$ cat src/rtl/ccx_ic_pkg.sv
// Shared types and constants for the core complex interconnect router.
package ccx_ic_pkg;

    typedef enum logic [1:0] {
        ROUTE_NONE = 2'd0,
        ROUTE_R0   = 2'd1,
        ROUTE_R1   = 2'd2,
        ROUTE_DERR = 2'd3
    } ccx_ic_route_t;

    localparam int CCX_IC_DERR_CW = 8;

endpackage

$ cat src/rtl/core_mem_bus.sv
// Single-cycle-response memory bus between a requestor (REQ side) and a responder (RSP side).
interface core_mem_bus #(
    parameter int AW = 39,
    parameter int DW = 64
);
    logic            req;
    logic            gnt;
    logic [AW-1:0]   addr;
    logic [1:0]      rtype;
    logic            wen;
    logic [DW/8-1:0] strb;
    logic [DW-1:0]   wdata;
    logic [DW-1:0]   rdata;
    logic            err;

    modport REQ (output req, addr, rtype, wen, strb, wdata, input gnt, rdata, err);
    modport RSP (input req, addr, rtype, wen, strb, wdata, output gnt, rdata, err);
endinterface

$ cat src/rtl/ccx_ic_addr_decode.sv
// Base/mask address decode to a route; responder 0 wins on overlap.
// A miss becomes ROUTE_DERR with CCX_IC_ROUTER_DECERR_EN, otherwise it defaults to responder 1.
module ccx_ic_addr_decode
    import ccx_ic_pkg::*;
#(
    parameter int            AW      = 39,
    parameter logic [AW-1:0] R0_BASE = 39'h00_0000_0000,
    parameter logic [AW-1:0] R0_MASK = 39'h7F_F000_0000,
    parameter logic [AW-1:0] R1_BASE = 39'h00_1000_0000,
    parameter logic [AW-1:0] R1_MASK = 39'h7F_F000_0000
) (
    input  logic [AW-1:0] i_addr,
    output ccx_ic_route_t o_route
);

    logic w_hit0;
    logic w_hit1;

    assign w_hit0 = ((i_addr & R0_MASK) == R0_BASE);
    assign w_hit1 = ((i_addr & R1_MASK) == R1_BASE);

    // Priority route selection
    always_comb begin
        o_route = ROUTE_NONE;
        if (w_hit0) begin
            o_route = ROUTE_R0;
        end else if (w_hit1) begin
            o_route = ROUTE_R1;
        end else begin
`ifdef CCX_IC_ROUTER_DECERR_EN
            o_route = ROUTE_DERR;
`else
            o_route = ROUTE_R1;
`endif
        end
    end

endmodule

$ cat src/rtl/ccx_ic_router.sv
// One-to-two address-decoded router with a registered response-owner select.
// Optional local decode-error responses: CCX_IC_ROUTER_DECERR_EN.
module ccx_ic_router
    import ccx_ic_pkg::*;
#(
    parameter int            AW      = 39,
    parameter int            DW      = 64,
    parameter logic [AW-1:0] R0_BASE = 39'h00_0000_0000,
    parameter logic [AW-1:0] R0_MASK = 39'h7F_F000_0000,
    parameter logic [AW-1:0] R1_BASE = 39'h00_1000_0000,
    parameter logic [AW-1:0] R1_MASK = 39'h7F_F000_0000
) (
    input  logic                      g_clk,
    input  logic                      g_reset,
    core_mem_bus.RSP                  req,
    core_mem_bus.REQ                  rsp_0,
    core_mem_bus.REQ                  rsp_1,
    output logic [CCX_IC_DERR_CW-1:0] derr_count
);

    ccx_ic_route_t w_route;
    ccx_ic_route_t r_rsel;
    logic          w_gnt;
    logic          w_accept;

    ccx_ic_addr_decode #(
        .AW      (AW),
        .R0_BASE (R0_BASE),
        .R0_MASK (R0_MASK),
        .R1_BASE (R1_BASE),
        .R1_MASK (R1_MASK)
    ) u_decode (
        .i_addr  (req.addr),
        .o_route (w_route)
    );

    assign rsp_0.req   = req.req && (w_route == ROUTE_R0);
    assign rsp_0.addr  = req.addr;
    assign rsp_0.rtype = req.rtype;
    assign rsp_0.wen   = req.wen;
    assign rsp_0.strb  = req.strb;
    assign rsp_0.wdata = req.wdata;

    assign rsp_1.req   = req.req && (w_route == ROUTE_R1);
    assign rsp_1.addr  = req.addr;
    assign rsp_1.rtype = req.rtype;
    assign rsp_1.wen   = req.wen;
    assign rsp_1.strb  = req.strb;
    assign rsp_1.wdata = req.wdata;

    // Grant comes from the selected target; decode errors are granted locally
    always_comb begin
        w_gnt = 1'b0;
        case (w_route)
            ROUTE_R0:   w_gnt = rsp_0.gnt;
            ROUTE_R1:   w_gnt = rsp_1.gnt;
            ROUTE_DERR: w_gnt = 1'b1;
            default:    w_gnt = 1'b0;
        endcase
    end

    assign req.gnt  = w_gnt;
    assign w_accept = req.req && w_gnt;

    // Response owner for the cycle after an accept
    always_ff @(posedge g_clk or posedge g_reset) begin
        if (g_reset) begin
            r_rsel <= ROUTE_NONE;
        end else if (w_accept) begin
            r_rsel <= w_route;
        end else begin
            r_rsel <= ROUTE_NONE;
        end
    end

    // Response mux from the owning target
    always_comb begin
        req.rdata = {DW{1'b0}};
        req.err   = 1'b0;
        case (r_rsel)
            ROUTE_R0: begin
                req.rdata = rsp_0.rdata;
                req.err   = rsp_0.err;
            end
            ROUTE_R1: begin
                req.rdata = rsp_1.rdata;
                req.err   = rsp_1.err;
            end
            ROUTE_DERR: begin
                req.rdata = {DW{1'b0}};
                req.err   = 1'b1;
            end
            default: begin
                req.rdata = {DW{1'b0}};
                req.err   = 1'b0;
            end
        endcase
    end

`ifdef CCX_IC_ROUTER_DECERR_EN
    logic [CCX_IC_DERR_CW-1:0] r_derr_count;

    // Saturating count of accepted decode errors
    always_ff @(posedge g_clk or posedge g_reset) begin
        if (g_reset) begin
            r_derr_count <= {CCX_IC_DERR_CW{1'b0}};
        end else if (w_accept && (w_route == ROUTE_DERR) &&
                     (r_derr_count != {CCX_IC_DERR_CW{1'b1}})) begin
            r_derr_count <= r_derr_count + {{(CCX_IC_DERR_CW-1){1'b0}}, 1'b1};
        end else begin
            r_derr_count <= r_derr_count;
        end
    end

    assign derr_count = r_derr_count;
`else
    assign derr_count = {CCX_IC_DERR_CW{1'b0}};
`endif

endmodule

$ cat src/flat_wrapper.sv
// flat-port wrapper written by rule: the top's interface ports become plain ports
module ccx_ic_router_flat import ccx_ic_pkg::*;
#(
    parameter int            AW      = 39,
    parameter int            DW      = 64,
    parameter logic [AW-1:0] R0_BASE = 39'h00_0000_0000,
    parameter logic [AW-1:0] R0_MASK = 39'h7F_F000_0000,
    parameter logic [AW-1:0] R1_BASE = 39'h00_1000_0000,
    parameter logic [AW-1:0] R1_MASK = 39'h7F_F000_0000
)
  (g_clk, g_reset, derr_count, req_req, req_addr, req_rtype, req_wen, req_strb, req_wdata, req_gnt, req_rdata, req_err, rsp_0_req, rsp_0_addr, rsp_0_rtype, rsp_0_wen, rsp_0_strb, rsp_0_wdata, rsp_0_gnt, rsp_0_rdata, rsp_0_err, rsp_1_req, rsp_1_addr, rsp_1_rtype, rsp_1_wen, rsp_1_strb, rsp_1_wdata, rsp_1_gnt, rsp_1_rdata, rsp_1_err);
  core_mem_bus #(.AW(AW), .DW(DW)) req_i ();
  core_mem_bus #(.AW(AW), .DW(DW)) rsp_0_i ();
  core_mem_bus #(.AW(AW), .DW(DW)) rsp_1_i ();
  input  logic g_clk;
  input  logic g_reset;
  output logic [CCX_IC_DERR_CW-1:0] derr_count;
  input wire logic [$bits(req_i.req)-1:0] req_req;
  input wire logic [$bits(req_i.addr)-1:0] req_addr;
  input wire logic [$bits(req_i.rtype)-1:0] req_rtype;
  input wire logic [$bits(req_i.wen)-1:0] req_wen;
  input wire logic [$bits(req_i.strb)-1:0] req_strb;
  input wire logic [$bits(req_i.wdata)-1:0] req_wdata;
  output wire logic [$bits(req_i.gnt)-1:0] req_gnt;
  output wire logic [$bits(req_i.rdata)-1:0] req_rdata;
  output wire logic [$bits(req_i.err)-1:0] req_err;
  output wire logic [$bits(rsp_0_i.req)-1:0] rsp_0_req;
  output wire logic [$bits(rsp_0_i.addr)-1:0] rsp_0_addr;
  output wire logic [$bits(rsp_0_i.rtype)-1:0] rsp_0_rtype;
  output wire logic [$bits(rsp_0_i.wen)-1:0] rsp_0_wen;
  output wire logic [$bits(rsp_0_i.strb)-1:0] rsp_0_strb;
  output wire logic [$bits(rsp_0_i.wdata)-1:0] rsp_0_wdata;
  input wire logic [$bits(rsp_0_i.gnt)-1:0] rsp_0_gnt;
  input wire logic [$bits(rsp_0_i.rdata)-1:0] rsp_0_rdata;
  input wire logic [$bits(rsp_0_i.err)-1:0] rsp_0_err;
  output wire logic [$bits(rsp_1_i.req)-1:0] rsp_1_req;
  output wire logic [$bits(rsp_1_i.addr)-1:0] rsp_1_addr;
  output wire logic [$bits(rsp_1_i.rtype)-1:0] rsp_1_rtype;
  output wire logic [$bits(rsp_1_i.wen)-1:0] rsp_1_wen;
  output wire logic [$bits(rsp_1_i.strb)-1:0] rsp_1_strb;
  output wire logic [$bits(rsp_1_i.wdata)-1:0] rsp_1_wdata;
  input wire logic [$bits(rsp_1_i.gnt)-1:0] rsp_1_gnt;
  input wire logic [$bits(rsp_1_i.rdata)-1:0] rsp_1_rdata;
  input wire logic [$bits(rsp_1_i.err)-1:0] rsp_1_err;
  assign req_i.req = req_req;
  assign req_i.addr = req_addr;
  assign req_i.rtype = req_rtype;
  assign req_i.wen = req_wen;
  assign req_i.strb = req_strb;
  assign req_i.wdata = req_wdata;
  assign req_gnt = req_i.gnt;
  assign req_rdata = req_i.rdata;
  assign req_err = req_i.err;
  assign rsp_0_req = rsp_0_i.req;
  assign rsp_0_addr = rsp_0_i.addr;
  assign rsp_0_rtype = rsp_0_i.rtype;
  assign rsp_0_wen = rsp_0_i.wen;
  assign rsp_0_strb = rsp_0_i.strb;
  assign rsp_0_wdata = rsp_0_i.wdata;
  assign rsp_0_i.gnt = rsp_0_gnt;
  assign rsp_0_i.rdata = rsp_0_rdata;
  assign rsp_0_i.err = rsp_0_err;
  assign rsp_1_req = rsp_1_i.req;
  assign rsp_1_addr = rsp_1_i.addr;
  assign rsp_1_rtype = rsp_1_i.rtype;
  assign rsp_1_wen = rsp_1_i.wen;
  assign rsp_1_strb = rsp_1_i.strb;
  assign rsp_1_wdata = rsp_1_i.wdata;
  assign rsp_1_i.gnt = rsp_1_gnt;
  assign rsp_1_i.rdata = rsp_1_rdata;
  assign rsp_1_i.err = rsp_1_err;
  ccx_ic_router #(.AW(AW), .DW(DW), .R0_BASE(R0_BASE), .R0_MASK(R0_MASK), .R1_BASE(R1_BASE), .R1_MASK(R1_MASK)) u_core (.g_clk(g_clk), .g_reset(g_reset), .req(req_i), .rsp_0(rsp_0_i), .rsp_1(rsp_1_i), .derr_count(derr_count));
endmodule
$ cat config.mk
export PLATFORM = sky130hd
export DESIGN_NAME = ccx_ic_router_flat
export DESIGN_NICKNAME = d
export VERILOG_FILES = /design/src/rtl/ccx_ic_pkg.sv /design/src/rtl/core_mem_bus.sv /design/src/rtl/ccx_ic_addr_decode.sv /design/src/rtl/ccx_ic_router.sv /design/src/flat_wrapper.sv
export SDC_FILE = /design/constraint.sdc
export NUM_CORES = 1
export LEC_CHECK = 0
export BUFFER_PORTS_ARGS = -buffer_cell sky130_fd_sc_hd__buf_2
export CORE_AREA = 2 2 217 219
export CTS_CLUSTER_SIZE = 24
export DETAILED_ROUTE_END_ITERATION = 16
export DIE_AREA = 0 0 219 221
export GPL_TIMING_DRIVEN = 0
export SLEW_MARGIN = 40
export SYNTH_ARGS = -nofsm -noshare
export SYNTH_HDL_FRONTEND = slang
export SYNTH_HIERARCHICAL = 1
export SYNTH_SLANG_ARGS = --single-unit
$ cat constraint.sdc
create_clock -name g_clk -period 3.2 [get_ports g_clk]
set_clock_uncertainty 0.15 [all_clocks]
set_input_delay 0.64 -clock g_clk [delete_from_list [all_inputs] [get_ports g_clk]]
set_output_delay 0.64 -clock g_clk [all_outputs]
set_load 0.05 [all_outputs]
# Word level (Yosys, flattened, before mapping)
# Cells that the tools add are included.
[op_classes]
eq_ne = 6
mux = 5
n_reduce_logical = 4
[op_table]
columns = ["cell", "n"]
rows = [
  ["64-bit case mux with 2 select lines", 1],
  ["39-bit logical NOT", 1],
  ["2-bit == test (second input constant)", 4],
  ["1-bit case mux with 3 select lines", 2],
  ["2-bit by 1-bit == test with 1-bit output (second input constant)", 2],
  ["2-bit 2-to-1 mux", 2],
  ["1-bit logical AND", 3],
]
[totals]
ff_bits = 2
elab_cells = 16

# Depth between registers and ports, before layout
# Gate-level depths: netlist of the first run.
[logic_depth]
depth_word = 6
depth_mapped = 6
ltp_nobuf = 4

# By module
# The synthesis of the first run kept the hierarchy.
[by_module_without_submodules]
columns = ["module", "instances", "cells_each", "area_per_inst_um2", "seq_area_each_um2"]
rows = [
  ["ccx_ic_router", 1, 407, 2957.8, 50.0],
  ["ccx_ic_addr_decode", 1, 6, 48.8, 0.0],
]

# Worst setup path after synthesis of the first run
# No wires, ideal clock.
[synth_path]
path_type = "input -> output"
from = "in req_addr[32]"
to = "out req_gnt"
t_arrival_ns = 1.900
setup_slack_ns = 0.510
cell_stages = 5
n_path_buf = 1
path_cell_list = "nor4_2 -> and3_1 -> buf_4 -> nor2_1 -> nor2_1"
[synth_between]
elab_chain_len = 4
elab_cells_between_ends = 6
[synth_lines]
columns = ["element", "line", "text"]
rows = [
  ["start, declared", "flat_wrapper.sv:19", "input wire logic [$bits(req_i.addr)-1:0] req_addr;"],
  ["39-bit logical NOT *", "ccx_ic_addr_decode.sv:19", "assign w_hit0 = ((i_addr & R0_MASK) == R0_BASE);"],
  ["via u_core.u_decode.w_hit0", "ccx_ic_addr_decode.sv:16", "logic w_hit0;"],
  ["2-bit 2-to-1 mux *", "ccx_ic_addr_decode.sv:25", "if (w_hit0) begin"],
  ["via u_core.w_route[0]", "ccx_ic_router.sv:21", "ccx_ic_route_t w_route;"],
  ["2-bit == test or 2-bit by 1-bit == test with 1-bit output (tied branches)", "ccx_ic_router.sv:54", "case (w_route)"],
  ["1-bit case mux with 3 select lines *", "ccx_ic_router.sv:54", ""],
  ["end, declared", "flat_wrapper.sv:24", "output wire logic [$bits(req_i.gnt)-1:0] req_gnt;"],
]
# The timed path passes the listed nets; every way through them passes the cells marked *.

# Final worst setup path of the first run
[layout_path]
from = "reg u_core.r_rsel[0]"
to = "out req_rdata[30]"
[layout_between]
elab_chain_len = 2
elab_cells_between_ends = 3
[layout_lines]
columns = ["element", "line", "text"]
rows = [
  ["start, declared", "ccx_ic_router.sv:22", "ccx_ic_route_t r_rsel;"],
  ["start signal, assigned", "ccx_ic_router.sv:70", "r_rsel <= w_route;"],
  ["2-bit == test or 2-bit by 1-bit == test with 1-bit output (tied branches)", "ccx_ic_router.sv:80", "case (r_rsel)"],
  ["64-bit case mux with 2 select lines *", "ccx_ic_router.sv:80", ""],
  ["end, declared", "flat_wrapper.sv:25", "output wire logic [$bits(req_i.rdata)-1:0] req_rdata;"],
]
# Every way passes the cells marked *; elsewhere a longest branch is shown, timed or not.

==> results of run 1 <==
==> metal layers <==
| metal | vias to the layer above | global-route usage | part of all wire |
|---|---|---|---|
| li1 | 2014 | - | - |
| met5 | - | 0 | 0 |
| met2 | 352 | 0.138 | 0.55 |
| met4 | 0 | 0.0177 | 0.030 |
| met3 | 22 | 0.00880 | 0.097 |
| met1 | 1756 | 0.0547 | 0.32 |
==> cell families (layout without fill, tap and decap cells) <==
| kind of cell | Yosys count | in the layout | synth area share |
|---|---|---|---|
| AO/OA/AOI/OAI | 66 | 66 | 0.166 |
| other | 1 | 9 | 0.00125 |
| adder cells (fa/ha/maj) | 4 | 4 | 0.0166 |
| flip-flops | 2 | 2 | 0.0166 |
| AND/OR/NAND/NOR | 79 | 79 | 0.159 |
| buffers and inverters | 261 | 705 | 0.640 |
==> worst paths after layout <==
kind / start / endpoint / slack [ns] / cells after the start
hold / removal: g_reset / u_core/r_rsel[1] / 0.13 / 2
setup / recovery: u_core/r_rsel[0] / req_rdata[30] / 0.22 / 6
max in group asynchronous: g_reset / u_core/r_rsel[0] / 2.66 / 2
min in group g_clk: req_req / u_core/r_rsel[1] / 0.57 / 3
==> power by group through the flow <==
stage / clock network [uW] / registers (uW) / logic (uW)
finish: 185 / 26.7 / 1180
CTS: 189 / 26.7 / 1190
global placement: 0 / 26.9 / 1190
global route: 191 / 26.8 / 1230
detailed placement: 0 / 26.9 / 1190
floorplan: 0 / 26.8 / 912
==> layout by cell type (no fill, tap or decap), drive strengths merged <==
master	instances
clkbuf	9
nor2	8
nor3	1
nor4	2
a22oi	64
nor2b	64
and3	1
conb	8
inv	3
a221oi	1
diode	1
dfrtp	2
nand2	2
nand3	1
buf	693
a21oi	1
ha	4
==> stage by stage <==
stage	hold slack (ns)	utilization	power [uW]	cell area (um^2)
final	0.135	0.132	1390	6080
after global routing	0.159	0.132	1450	6070
after CTS	0.148	0.132	1410	6070
after detailed placement	0.376	0.130	1220	6000
after global placement	0.375	0.130	1210	6000
after floorplan	0.231	-	938	3030
==> critical path: stages (launching register included) <==
cell      delay (ns)
dfrtp_1         0.36
inv_1           0.07
ha_1            0.27
buf_2           0.25
clkbuf_1        0.32
nor2b_1         0.35
buf_2           0.33
==> layout make-up <==
cell class              count  area [um^2]
clock buffers               3         75.1
well taps                 607          759
repair buffers            441         2210
diodes                      1         2.50
multi-input cells         157         1060
inverters                   3         11.3
plain buffers             258         1910
fillers                  5368        40000
flip-flops and latches      2         50.0
==> qor.yml, run 1 <==
outcome:
  status: "finished clean"
placed_design:
  place.port_buffers: 441
  dpl.hpwl_um: 16200
  gp_congestion: 0.864
  placedCellCount: 1468
  pre_cts_slack_ns: 0.156
drt:
  remaining_drc_errors: 0
  drtIter0Drc: 66
  wirelength_um: 17400
  wire_per_inst_um: 11.8
  firstDrtPassIters: 5
  ant_nets: 0
  avgViaCountPerCell: 2.82
  vias: 4144
power_and_ir_drop:
  ir_drop_mv: 0.119
  leakage_uw: 0.00340
  p_per_area_nw_per_um2: 229
  pwr-share-clk: 0.133
  seqPwrFrac: 0.019
  combPwrFrac: 0.848
  swShare: 0.591
  p_int_uw: 571
  switching_power_uw: 823
worst_setup_path:
  critical_path_class: "flip-flop to output pin"
  cp.arrival_ns: 2.19
  cp_data_required_time_ns: 2.41
  startpoint_type: "flip-flop"
  crit_fanout: 10
  endpoint_kind: "output pin"
yosys:
  yosysMostFrequentCell: "buf_4"
  synth_area_um2: 3010
  synthTopCellsByArea: "buf_4 60%, a22oi_1 16%, nor2b_1 13%"
  ys_ff_latch: 2
  yosysSeqAreaShare: 0.0166
  synthTopCellsByCount: "241 x buf_4, 64 x a22oi_1, 64 x nor2b_1"
  synth.distinct_cells: 18
  synth_cells: 413
  synth-edff-count: 0
  synth_top_area_share: 0.602
  async_flop_share: 1.00
  ys.warnings.count: 6
  synth_largest_area_cell: "buf_4"
  synthFlopType: "dfrtp_1"
  avgSynthCellArea_um2: 7.28
sta:
  fmax_mhz: 335
  finalWorstSetupSlack_ns: 0.218
  hold_viol: 0
  worstMarginPinSlew_ns: 0.623
  finalSetupViolations: 0
  post-route-period-util: 0.932
  fin_setup_tns_ns: 0
  period_minus_slack_ns: 2.98
  rsz0062_at_grt: "no"
  drv_slew: 0
  slew_headroom: 0.581
layout:
  largest_register_ffs: 2
  top_register: "u_core/r_rsel"
  reg_top3: "u_core/r_rsel x2"
  nets: 1119
  stdcell_count: 1472
  area_delta_synth_final_pct: 102
  drive_gt1_frac: 0.809
job:
  drv_cap: 0
grt:
  antenna_found_initial: 2
  overflow: 0
  track_usage: 0.0620
  grt_pass1_vias: 3989
  grt_pass1_wl_um: 22600
  grt_max_degree: 11
floorplan:
  io_pins: 553
  start_util: 0.0653
  die_y_um: 221
  die_area_um2: 48400
  design.core.area_um2: 46100
  placementRows: 79
  die_width_um: 219
cts:
  cts_htree_levels: 1
  cts_resized: 0
  cts_inserted_buffers: 3
  ctsLongestPathBuffers: 2
  cts.reportedPaths.clkPinSlew_ns: 0.03
  holdBufCountCts: 0
  tritoncts: "done"
  clock_sinks: 2
  root_buffer: "clkbuf_16"
  post_cts_buffers: 0
worst_hold_path:
  hold_class: "input port to asynchronous set/reset pin"
No activity file was read; power rests on OpenSTA's default activity.
==> run 2: changes to the inputs <==
--- a/config.mk
+++ b/config.mk
@@ -6,10 +6,11 @@
 export NUM_CORES = 1
 export LEC_CHECK = 0
 export BUFFER_PORTS_ARGS = -buffer_cell sky130_fd_sc_hd__buf_2
-export CORE_AREA = 2 2 217 219
+export CORE_AREA = 2 2 213 215
+export CTS_BUF_LIST = sky130_fd_sc_hd__clkbuf_2 sky130_fd_sc_hd__clkbuf_4 sky130_fd_sc_hd__clkbuf_8
 export CTS_CLUSTER_SIZE = 24
 export DETAILED_ROUTE_END_ITERATION = 16
-export DIE_AREA = 0 0 219 221
+export DIE_AREA = 0 0 215 217
 export GPL_TIMING_DRIVEN = 0
 export SLEW_MARGIN = 40
 export SYNTH_ARGS = -nofsm -noshare
==> qor.yml, run 2 (same netlist as run 1, synthesis figures left out) <==
sta:
  rsz0062_at_grt: "no"
  post-route-period-util: 0.901  # -0.0305
  finalSetupViolations: 0  # unchanged
  fin_setup_tns_ns: 0  # unchanged
  drv_slew: 0  # unchanged
  period_minus_slack_ns: 2.88  # -0.0976 ns
  hold_viol: 0  # unchanged
  fmax_mhz: 347  # +3.4%
  worstMarginPinSlew_ns: 0.492  # -0.130 ns
  slew_headroom: 0.669  # +0.0879
power_and_ir_drop:
  swShare: 0.624  # +0.0333
  pwr-share-clk: 0.076  # -0.057
  p_per_area_nw_per_um2: 216  # -5.9%
  seqPwrFrac: 0.021  # +0.002
  switching_power_uw: 816  # -0.91%
  leakage_uw: 0.00339  # -0.41%
  p_total_uw: 1310  # -6.2%
  p_int_uw: 492  # -14%
  ir_drop_mv: 0.129  # +9.1%
  combPwrFrac: 0.903  # +0.055
floorplan:
  die_area_um2: 46700  # -3.6%
  design.core.area_um2: 44700  # -3.0%
  io_pins: 553  # unchanged
  placementRows: 78  # -1.3%
  start_util: 0.0673  # +0.00199
  die_width_um: 215  # -1.8%
  die_y_um: 217  # -1.8%
worst_setup_path:
  critical_path_class: "input port to output pin"
  startpoint_type: "input port"
  endpoint_kind: "output pin"
  cp_data_required_time_ns: 2.41  # about the same
  crit_fanout: 4  # -6
  cp.arrival_ns: 2.09  # -0.10 ns
drt:
  avgViaCountPerCell: 2.84  # +1.0%
  drtIter0Drc: 87  # +32%
  firstDrtPassIters: 4  # -1
  wire_per_inst_um: 12.1  # +2.9%
  ant_nets: 0  # unchanged
  vias: 4180  # +0.87%
  remaining_drc_errors: 0  # unchanged
  wirelength_um: 17800  # +2.8%
worst_hold_path:
  hold_class: "input port to asynchronous set/reset pin"
grt:
  grt_pass1_vias: 3863  # -3.2%
  grt_pass1_wl_um: 23100  # +2.4%
  antenna_found_initial: 8  # +6
  overflow: 0  # unchanged
  grt_max_degree: 11  # unchanged
  track_usage: 0.0665  # +0.00449
outcome:
  status: "finished clean"
cts:
  post_cts_buffers: 0  # unchanged
  cts_inserted_buffers: 3  # unchanged
  tritoncts: "done"
  cts.reportedPaths.clkPinSlew_ns: 0.03  # about the same
  clock_sinks: 2  # unchanged
  cts_htree_levels: 1  # unchanged
  holdBufCountCts: 0  # unchanged
  ctsLongestPathBuffers: 2  # unchanged
  cts_resized: 0  # unchanged
  root_buffer: "clkbuf_8"
layout:
  drive_gt1_frac: 0.809  # unchanged
  reg_top3: "u_core/r_rsel x2"
  final_util: 0.135  # +0.00355
  nets: 1119  # unchanged
  top_register: "u_core/r_rsel"
  layout_common_cells: "448 x buf_2, 241 x buf_4, 64 x a22oi_1, 64 x nor2b_1"
  num-fill-cells: 5266  # -1.9%
  largest_register_ffs: 2  # unchanged
  area_delta_synth_final_pct: 101
  final_common_cell: "buf_2"
job:
  drv_cap: 0  # unchanged
placed_design:
  gp_congestion: 0.855  # -0.98%
  dpl.hpwl_um: 16600  # +2.6%
  place.port_buffers: 441  # unchanged
-- run 2: worst paths after layout --
check | start | slack, ns | cells after the start | endpoint
worst min-delay path | g_reset | 0.13 | 2 | u_core/r_rsel[1]
min in group g_clk | rsp_1_gnt | 0.53 | 3 | u_core/r_rsel[1]
worst max-delay path | req_addr[32] | 0.32 | 6 | rsp_1_req
max in group asynchronous | g_reset | 2.66 | 2 | u_core/r_rsel[0]
-- run 2: metrics by stage --
step,instances,hold slack [ns],setup WS [ns],area (um^2)
finish,1470,0.129,0.316,6060
detailed placement,1461,0.348,0.208,6000
global placement,1461,0.342,-0.0936,5990
CTS,1464,0.125,0.203,6040
global route,1467,0.135,0.102,6050
floorplan,420,0.231,0.510,3030
-- run 2: final cells by class --
| type | count | area [um^2] | area share |
|---|---|---|---|
| clock buffers | 3 | 41.3 | 0.00682 |
| well taps | 600 | 751 | 0.124 |
| inverters | 3 | 11.3 | 0.00186 |
| flip-flops and latches | 2 | 50.0 | 0.00826 |
| multi-input cells | 157 | 1070 | 0.176 |
| diodes | 6 | 15.0 | 0.00248 |
| plain buffers | 258 | 1910 | 0.316 |
| repair buffers | 441 | 2210 | 0.364 |
-- run 2: power by group through the flow --
| stage | Combinational [uW] | Clock, uW | Sequential (uW) |
|---|---|---|---|
| 3_3_place_gp | 1180 | 0 | 27.3 |
| 3_5_place_dp | 1190 | 0 | 27.2 |
| 5_1_grt | 1230 | 105 | 27.0 |
| 4_1_cts | 1190 | 104 | 27.0 |
| 6_report | 1180 | 99.9 | 27.0 |
| 2_1_floorplan | 912 | 0 | 26.8 |
-- run 2: worst max-delay path: stages --
cell     delay (ns)
buf_2          0.12
nor4_4         0.50
nand3_1        0.32
nand2_1        0.23
nor2_1         0.05
buf_2          0.21
-- run 2: layer usage --
layer / GRT usage / vias to the layer above / wire (um)
met5: 0 / - / 0
met4: 0.0363 / 0 / 670
met3: 0.0116 / 26 / 1690
met2: 0.136 / 335 / 9770
met1: 0.0619 / 1798 / 5720
li1: - / 2021 / -
